<file path="src/rtl/bcd_serial_add_ctrl.sv">
// Serial packed-BCD adder controller: time-shares one external digit adder, LSD first.
// Optional operand digit check is enabled with `define BCD_SEQ_DIGCHK_EN.
`timescale 1ns/1ps
module bcd_serial_add_ctrl #(
    parameter int unsigned NDIG = 4
) (
    input  logic                Clock,
    input  logic                Resetn,
    input  logic                start,
    input  logic [4*NDIG-1:0]   a_bcd,
    input  logic [4*NDIG-1:0]   b_bcd,
    input  logic                cin,
    output logic [3:0]          dig_x,
    output logic [3:0]          dig_y,
    output logic                dig_ci,
    input  logic [3:0]          dig_s,
    input  logic                dig_co,
    output logic [4*NDIG-1:0]   sum,
    output logic                cout,
    output logic                busy,
    output logic                done,
    output logic                err
);

    localparam int unsigned W    = 4 * NDIG;
    localparam int unsigned CntW = (NDIG > 1) ? $clog2(NDIG) : 1;

    typedef enum logic [0:0] {StIdle, StRun} state_e;

    state_e          state_q, state_d;
    logic [W-1:0]    a_q, a_d;
    logic [W-1:0]    b_q, b_d;
    logic [W-1:0]    work_q, work_d;
    logic [W-1:0]    sum_q, sum_d;
    logic [CntW-1:0] cnt_q, cnt_d;
    logic            carry_q, carry_d;
    logic            cout_q, cout_d;
    logic            done_q, done_d;
    logic [W-1:0]    work_shift;
    logic            last_step;
    logic            accept;

`ifdef BCD_SEQ_DIGCHK_EN
    logic err_q, err_d;
    logic bad_digit;

    always_comb begin
        bad_digit = 1'b0;
        for (int i = 0; i < int'(NDIG); i++) begin
            if (a_bcd[4*i +: 4] > 4'd9 || b_bcd[4*i +: 4] > 4'd9) begin
                bad_digit = 1'b1;
            end
        end
    end
`endif

    // New digit enters at the MSD end so the LSD lands in [3:0] after NDIG shifts.
    always_comb begin
        work_shift              = work_q >> 4;
        work_shift[W-1 -: 4]    = dig_s;
    end

    assign last_step = (cnt_q == CntW'(NDIG - 1));

    always_comb begin
        state_d = state_q;
        a_d     = a_q;
        b_d     = b_q;
        work_d  = work_q;
        sum_d   = sum_q;
        cnt_d   = cnt_q;
        carry_d = carry_q;
        cout_d  = cout_q;
        done_d  = 1'b0;
        accept  = 1'b0;
`ifdef BCD_SEQ_DIGCHK_EN
        err_d   = err_q;
`endif
        unique case (state_q)
            StIdle: begin
                accept = start;
            end
            StRun: begin
                a_d     = a_q >> 4;
                b_d     = b_q >> 4;
                work_d  = work_shift;
                carry_d = dig_co;
                cnt_d   = cnt_q + CntW'(1);
                if (last_step) begin
                    sum_d   = work_shift;
                    cout_d  = dig_co;
                    done_d  = 1'b1;
                    state_d = StIdle;
`ifdef BCD_SEQ_DIGCHK_EN
                    err_d   = 1'b0;
`endif
                    // The completing edge doubles as the acceptance edge for back-to-back runs.
                    accept  = start;
                end
            end
            default: state_d = StIdle;
        endcase

        if (accept) begin
`ifdef BCD_SEQ_DIGCHK_EN
            if (bad_digit) begin
                state_d = StIdle;
                done_d  = 1'b1;
                err_d   = 1'b1;
                sum_d   = '0;
                cout_d  = 1'b0;
            end else begin
                state_d = StRun;
                a_d     = a_bcd;
                b_d     = b_bcd;
                carry_d = cin;
                cnt_d   = '0;
                work_d  = '0;
            end
`else
            state_d = StRun;
            a_d     = a_bcd;
            b_d     = b_bcd;
            carry_d = cin;
            cnt_d   = '0;
            work_d  = '0;
`endif
        end
    end

    always_ff @(posedge Clock or negedge Resetn) begin
        if (!Resetn) begin
            state_q <= StIdle;
            a_q     <= '0;
            b_q     <= '0;
            work_q  <= '0;
            sum_q   <= '0;
            cnt_q   <= '0;
            carry_q <= 1'b0;
            cout_q  <= 1'b0;
            done_q  <= 1'b0;
        end else begin
            state_q <= state_d;
            a_q     <= a_d;
            b_q     <= b_d;
            work_q  <= work_d;
            sum_q   <= sum_d;
            cnt_q   <= cnt_d;
            carry_q <= carry_d;
            cout_q  <= cout_d;
            done_q  <= done_d;
        end
    end

`ifdef BCD_SEQ_DIGCHK_EN
    always_ff @(posedge Clock or negedge Resetn) begin
        if (!Resetn) begin
            err_q <= 1'b0;
        end else begin
            err_q <= err_d;
        end
    end
    assign err = err_q;
`else
    assign err = 1'b0;
`endif

    assign busy   = (state_q == StRun);
    assign dig_x  = busy ? a_q[3:0] : 4'd0;
    assign dig_y  = busy ? b_q[3:0] : 4'd0;
    assign dig_ci = busy ? carry_q : 1'b0;
    assign sum    = sum_q;
    assign cout   = cout_q;
    assign done   = done_q;

endmodule

</file>
<file path="config.mk">
export PLATFORM = sky130hd
export DESIGN_NAME = bcd_serial_add_ctrl
export DESIGN_NICKNAME = d
export VERILOG_FILES = /design/src/rtl/bcd_serial_add_ctrl.sv
export SDC_FILE = /design/constraint.sdc
export NUM_CORES = 1
export LEC_CHECK = 0
export ABC_AREA = 1
export CORE_MARGIN = 10
export CORE_UTILIZATION = 54
export DETAILED_ROUTE_END_ITERATION = 12
export PLACE_DENSITY = 0.94
export SLEW_MARGIN = 10
export SYNTH_ARGS = -nofsm -noshare
export SYNTH_HDL_FRONTEND = slang
export SYNTH_SLANG_ARGS = --single-unit
</file>
<file path="constraint.sdc">
create_clock -name Clock -period 2.3 [get_ports Clock]
set_input_delay 0.345 -clock Clock [delete_from_list [all_inputs] [get_ports Clock]]
set_output_delay 0.345 -clock Clock [all_outputs]
set_load 0.02 [all_outputs]
</file>
Yosys cells after proc, flatten, opt, wreduce, memory -nomap -nowiden

Cells that the tools add are included.

Memories: 0
RAM bits: 0
ROM bits: 0
Logic and storage cells: 34
Flip-flop bits (word level): 70
Latch bits: 0
Bits of input ports: 41

Shifts and indexed selects: 0
Order comparisons: 0
Equality and inequality tests: 1
Add/sub/neg operators: 1
Bitwise gates (word level): 1
Reduce and logical (&&, ||, !) cells: 2
Multipliers: 0
Mux-type cells: 20
Divide/modulo/power cells: 0

Operators by type and width:

| cell                | count |
|---|---|
| $mux 16             | 6 |
| $mux 1              | 9 |
| $mux 4              | 2 |
| $mux 2              | 2 |
| $add 2x1->2 const B | 1 |
| $eq 2x2->1 const B  | 1 |
| $pmux 1 s2          | 1 |
| $reduce_and 2->1    | 1 |
| $reduce_bool 2->1   | 1 |
| $not 1->1           | 1 |

Depth between registers and ports, before layout

Word-level depth: 4
Gate-level depth with buffers: 8

Worst setup path after synthesis

Ideal clock, no wire load.

Path type: register to output
From: register state_q (netlist: busy)
To: output port dig_ci
Required time: 1.955 ns
Stages on the path, launching flop included: 5
Data arrival time: 1.010 ns
Path slack: 0.945 ns
Buffers on the path: 2
Cells stage by stage: dfrtp_1 > buf_4 > buf_2 > nand2_1 > inv_1

Longest elaborated chain between the ends: 1

RTL lines:

| element                  | line | RTL |
|---|---|---|
| start: declaration       | 30   | `state_e state_q, state_d;` |
| start signal: assignment | 133  | `state_q <= StIdle;` |
| start signal: assignment | 143  | `state_q <= state_d;` |
| $mux 1                   | 171  | `assign dig_ci = busy ? carry_q : 1'b0;` |
| end: declaration         | 15   | `output logic dig_ci,` |

Every way passes these cells.

Worst setup path after layout

From: register state_q (netlist: busy)
To: output port dig_y[1]

Longest elaborated chain between the ends: 1

RTL lines:

| element          | line | RTL |
|---|---|---|
| $mux 4           | 170  | `assign dig_y = busy ? b_q[3:0] : 4'd0;` |
| end: declaration | 14   | `output logic [3:0] dig_y,` |

Every way passes these cells.

==> summary.md <==
| Metric | Value |
|---|---|
| Max cap viols | 0 |
| Number of nets in the finished design | a little under 500 |
| Final Core Density | approximately 72% |
| Number of top-level pins | 70 |
| Critical Path Start | busy$_DFF_PN0_ |
| Number of buffers inserted during clock tree synthesis | 9 |
| Hold Vio Cnt, Final | 0 |
| Synth top cells by count | sky130_fd_sc_hd__nand2_1, sky130_fd_sc_hd__dfrtp_1, sky130_fd_sc_hd__nand3_1, sky130_fd_sc_hd__inv_1, sky130_fd_sc_hd__nor2_1 |
| Cell with the most instances after synthesis | sky130_fd_sc_hd__nand2_1 |
| Maximum frequency from static timing analysis | around 490 MHz |
| Final cycle utilization of the critical path | roughly nine tenths |
| Number of core rows | 27 |
| Slew Viols, Final | 0 |
| Final wirelength | 7650 µm |
| Number of DRC violations after detailed routing | 0 |
| Compound-Gate Fraction of Synth Area | less than 1% |
| Count of flip-flops with a built-in enable after synthesis | 0 |
| Top sig layer | met4 |
| Number of buffer cells added on primary ports | 68 |
| Initial core utilization | between 50% and 60% |
| Total number of vias | 2682 |
| Worst setup timing slack at the placement stage | ~420 ps |
| Grt ovf | 0 |
| Leading register cell type out of synthesis | sky130_fd_sc_hd__dfrtp_1 |
| Die span in x | around 95 µm |
| Weighted congestion at the end of routability-driven global placement | about 0.85 |
| Critical path launch point type | flip-flop |
| Unrepaired setup endpoints after global routing | false |
| Total track usage | 18.0% |
| Maximum number of pins on one net before global-route repair | 45 |
| Inserted Diodes | 0 |
| HPWL reported at the end of detailed placement | roughly 5300 µm |
| Post-Synthesis Mean Instance Area | 7.87 µm² |
| Clock latency at the later pin of the worst-skew pair | ~340 ps |
| Critical path data required time | between 1500 and 2000 ps |
| Overall power after layout | roughly 5.0 mW |
| Run status | completed |
| Crit path time final | 2060 ps |
| Share of the synthesized netlist area taken by xor and xnor gates | 0.291% |
| Netlist area before placement | around 3000 µm² |
| Sequential element share of the synthesized area | between 50% and 60% |
| Number of sinks on the clock net | 66 |
| Number of stages on the worst hold path | 2 |
| FFs w/ async S/R, synth | between 90% and 100% |
| Distinct cell type count after synthesis | 17 |
| Number of antenna violations at the first check in global routing | 0 |
| CTS tree | done |
| Clock transition at the registers of the reported paths | 70 ps |
| Routed WL per cell | 14.6 µm |
| Number of global-route vias before repair | roughly 2.8k |
| Minimum setup slack in the final design | around 240 ps |
| Core area | about 5400 µm² |
| Fraction of final layout cells sized beyond drive strength 1 | roughly 6.4% |
| Post-route clock skew | about 7.5 ps |
| Main area contributors after synthesis | sky130_fd_sc_hd__dfrtp_1, sky130_fd_sc_hd__nand2_1, sky130_fd_sc_hd__nand3_1, sky130_fd_sc_hd__inv_1, sky130_fd_sc_hd__nor2_1 |
| Dominant cell type by area after synthesis | sky130_fd_sc_hd__dfrtp_1 |
| Post-synthesis simple-gate area fraction | a little over a third |
| Area share of the leading cell type in the synthesized netlist | ~55% |
| Worst slew margin relative to its limit | between 60 and 70% |
| Flops & latches, synth | 66 |
| Worst setup path class | flip-flop to primary output |
| R2R depth | 7 |
| Final total negative setup slack | 0 ps |
| Slew at the pin closest to its max-slew limit | 539 ps |
| Static leakage | a little over 2 nW |
| Worst setup EP type | primary output |
| Buffers inserted by post-CTS timing repair | 0 |
| Arr. time, crit path | 1710 ps |
| Combinational family with the most area after synthesis | simple AND/OR/NAND/NOR gates |
| Arithmetic-cell share of the synthesized area counting full adders, half adders and majority gates | less than 1% |
| Ratio of total power to cell area | 1280 nW/µm² |
| Clock Tree Root | sky130_fd_sc_hd__clkbuf_8 |
| DR WL met3 | 683 µm |
| TritonRoute pass-1 iters | 5 |
| Height of the chip | approximately 95 µm |
| PostCTS Resize Cnt | 0 |
| Residual antenna-violating net count after detailed routing | 0 |
| Average vias per placed instance | slightly above 5 |
| Worst VDD drop | 0.738 mV |
| 1st-iter DRT viols | about 250 |
| Cell count after synthesis | between 300 and 400 |
| Warnings, synthesis | 0 |
| Area of the die | just under 9000 µm² |
| Length of routed wiring on met1 | 3070 µm |
| Total non-filler cell area in the finished layout | around 3900 µm² |
| Nets in the synthesized netlist | approximately 420 |
| Detail Route met2 WL | between 3000 and 4000 µm |
| Number of H-tree levels | 3 |
| Hold Path Origin | sum[0]$_DFFE_PN0P_ |
| Dpl cell area | between 3000 and 4000 µm² |
| Count of final setup violators | 0 |
| Maximum fanout along the worst path | 11 |
| Global-route wire length before repair | approximately 13000 µm |
| Worst flop-to-flop path startpoint | busy$_DFF_PN0_ |
| Hold Path Class | flip-flop to flip-flop |
| Share of cell area taken by muxes after synthesis | 0% |
| Area added between synthesis and finish | 30.1% |
| Clock Tree Buf Depth | 2 |
## layout make-up
class | count | area (µm²)
Sequential cell | 66 | 1650
Fill cell | 410 | 1530
Multi-Input combinational cell | 256 | 1070
Timing Repair Buffer | 76 | 763
Clock buffer | 13 | 179
Inverter | 38 | 143
Tap cell | 72 | 90.1
Clock inverter | 2 | 10.0
## path summary, 6_finish.rpt
check | to | slack, ps
worst max-delay path | dig_y[1] | 240
worst min-delay path | sum[0]$_DFFE_PN0P_ | 480
worst max register to register | a_q[14]$_DFFE_PN0P_ | 360
worst min register to register | sum[0]$_DFFE_PN0P_ | 480
max in group asynchronous | a_q[12]$_DFFE_PN0P_ | 1170
min in group asynchronous | b_q[6]$_DFFE_PN0P_ | 510
## per-layer routing
metal / vias up / track usage (%)
li1: 1289 / -
met1: 1275 / 20.5
met2: 103 / 30.5
met3: 15 / 6.66
met4: 0 / 6.23
met5: - / 0
## critical path: stages, from the launching register on
cell and delay, ps:
sky130_fd_sc_hd__dfrtp_1 590, sky130_fd_sc_hd__nand2_1 90, sky130_fd_sc_hd__inv_1 80, sky130_fd_sc_hd__clkdlybuf4s50_1 610
## power by group
group / total, mW / leakage [nW] / internal (mW) / switching (mW)
sequential: 1.96 / 0.846 / 1.65 / 0.313
clock: 0.923 / 0.101 / 0.500 / 0.423
combinational: 2.11 / 1.07 / 0.874 / 1.24
total: 5.00 / 2.02 / 3.02 / 1.97
## repair_timing
action	CTS	global route
hold buffers	1	0
setup endpoints to repair	0	0
hold endpoints to repair	22	0
## logic make-up (layout without fill, tap and decap cells)
kind of cell / after synthesis / in the layout
and+or+nand+nor: 252 / 252
DFF: 66 / 66
buffers and inverters: 60 / 129
adders and majority gates: 1 / 1
other: 1 / 1
AOI/OAI and AO/OA: 1 / 1
xor gates and xnor gates: 1 / 1
## cells in the final DEF, fill, tap and decap left out, types with 2 or more instances in the layout
| master | count |
|---|---|
| sky130_fd_sc_hd__clkinv_2 | 2 |
| sky130_fd_sc_hd__clkbuf_8 | 13 |
| sky130_fd_sc_hd__buf_4 | 5 |
| sky130_fd_sc_hd__nand2_1 | 160 |
| sky130_fd_sc_hd__inv_1 | 36 |
| sky130_fd_sc_hd__buf_12 | 2 |
| sky130_fd_sc_hd__nor2_1 | 25 |
| sky130_fd_sc_hd__nand2_2 | 2 |
| sky130_fd_sc_hd__nand3_1 | 63 |
| sky130_fd_sc_hd__inv_2 | 2 |
| sky130_fd_sc_hd__dfrtp_1 | 66 |
| sky130_fd_sc_hd__clkdlybuf4s50_1 | 67 |
## registers in the layout (all words and copies together), names as in the netlist
name / flops
busy: 1
done: 1
cout: 1
work_q: 12
sum: 16
carry_q: 1
a_q: 16
cnt_q: 2
b_q: 16
## per-stage QoR
| step | std cells | hold WS (ps) |
|---|---|---|
| final | 523 | 479 |
| after global routing | 523 | 500 |
| after CTS | 523 | 476 |
| after detailed placement | 507 | 355 |
| after global placement | 507 | 350 |
| after floorplan | 382 | 49.4 |
(Power assumes the default switching activity.)
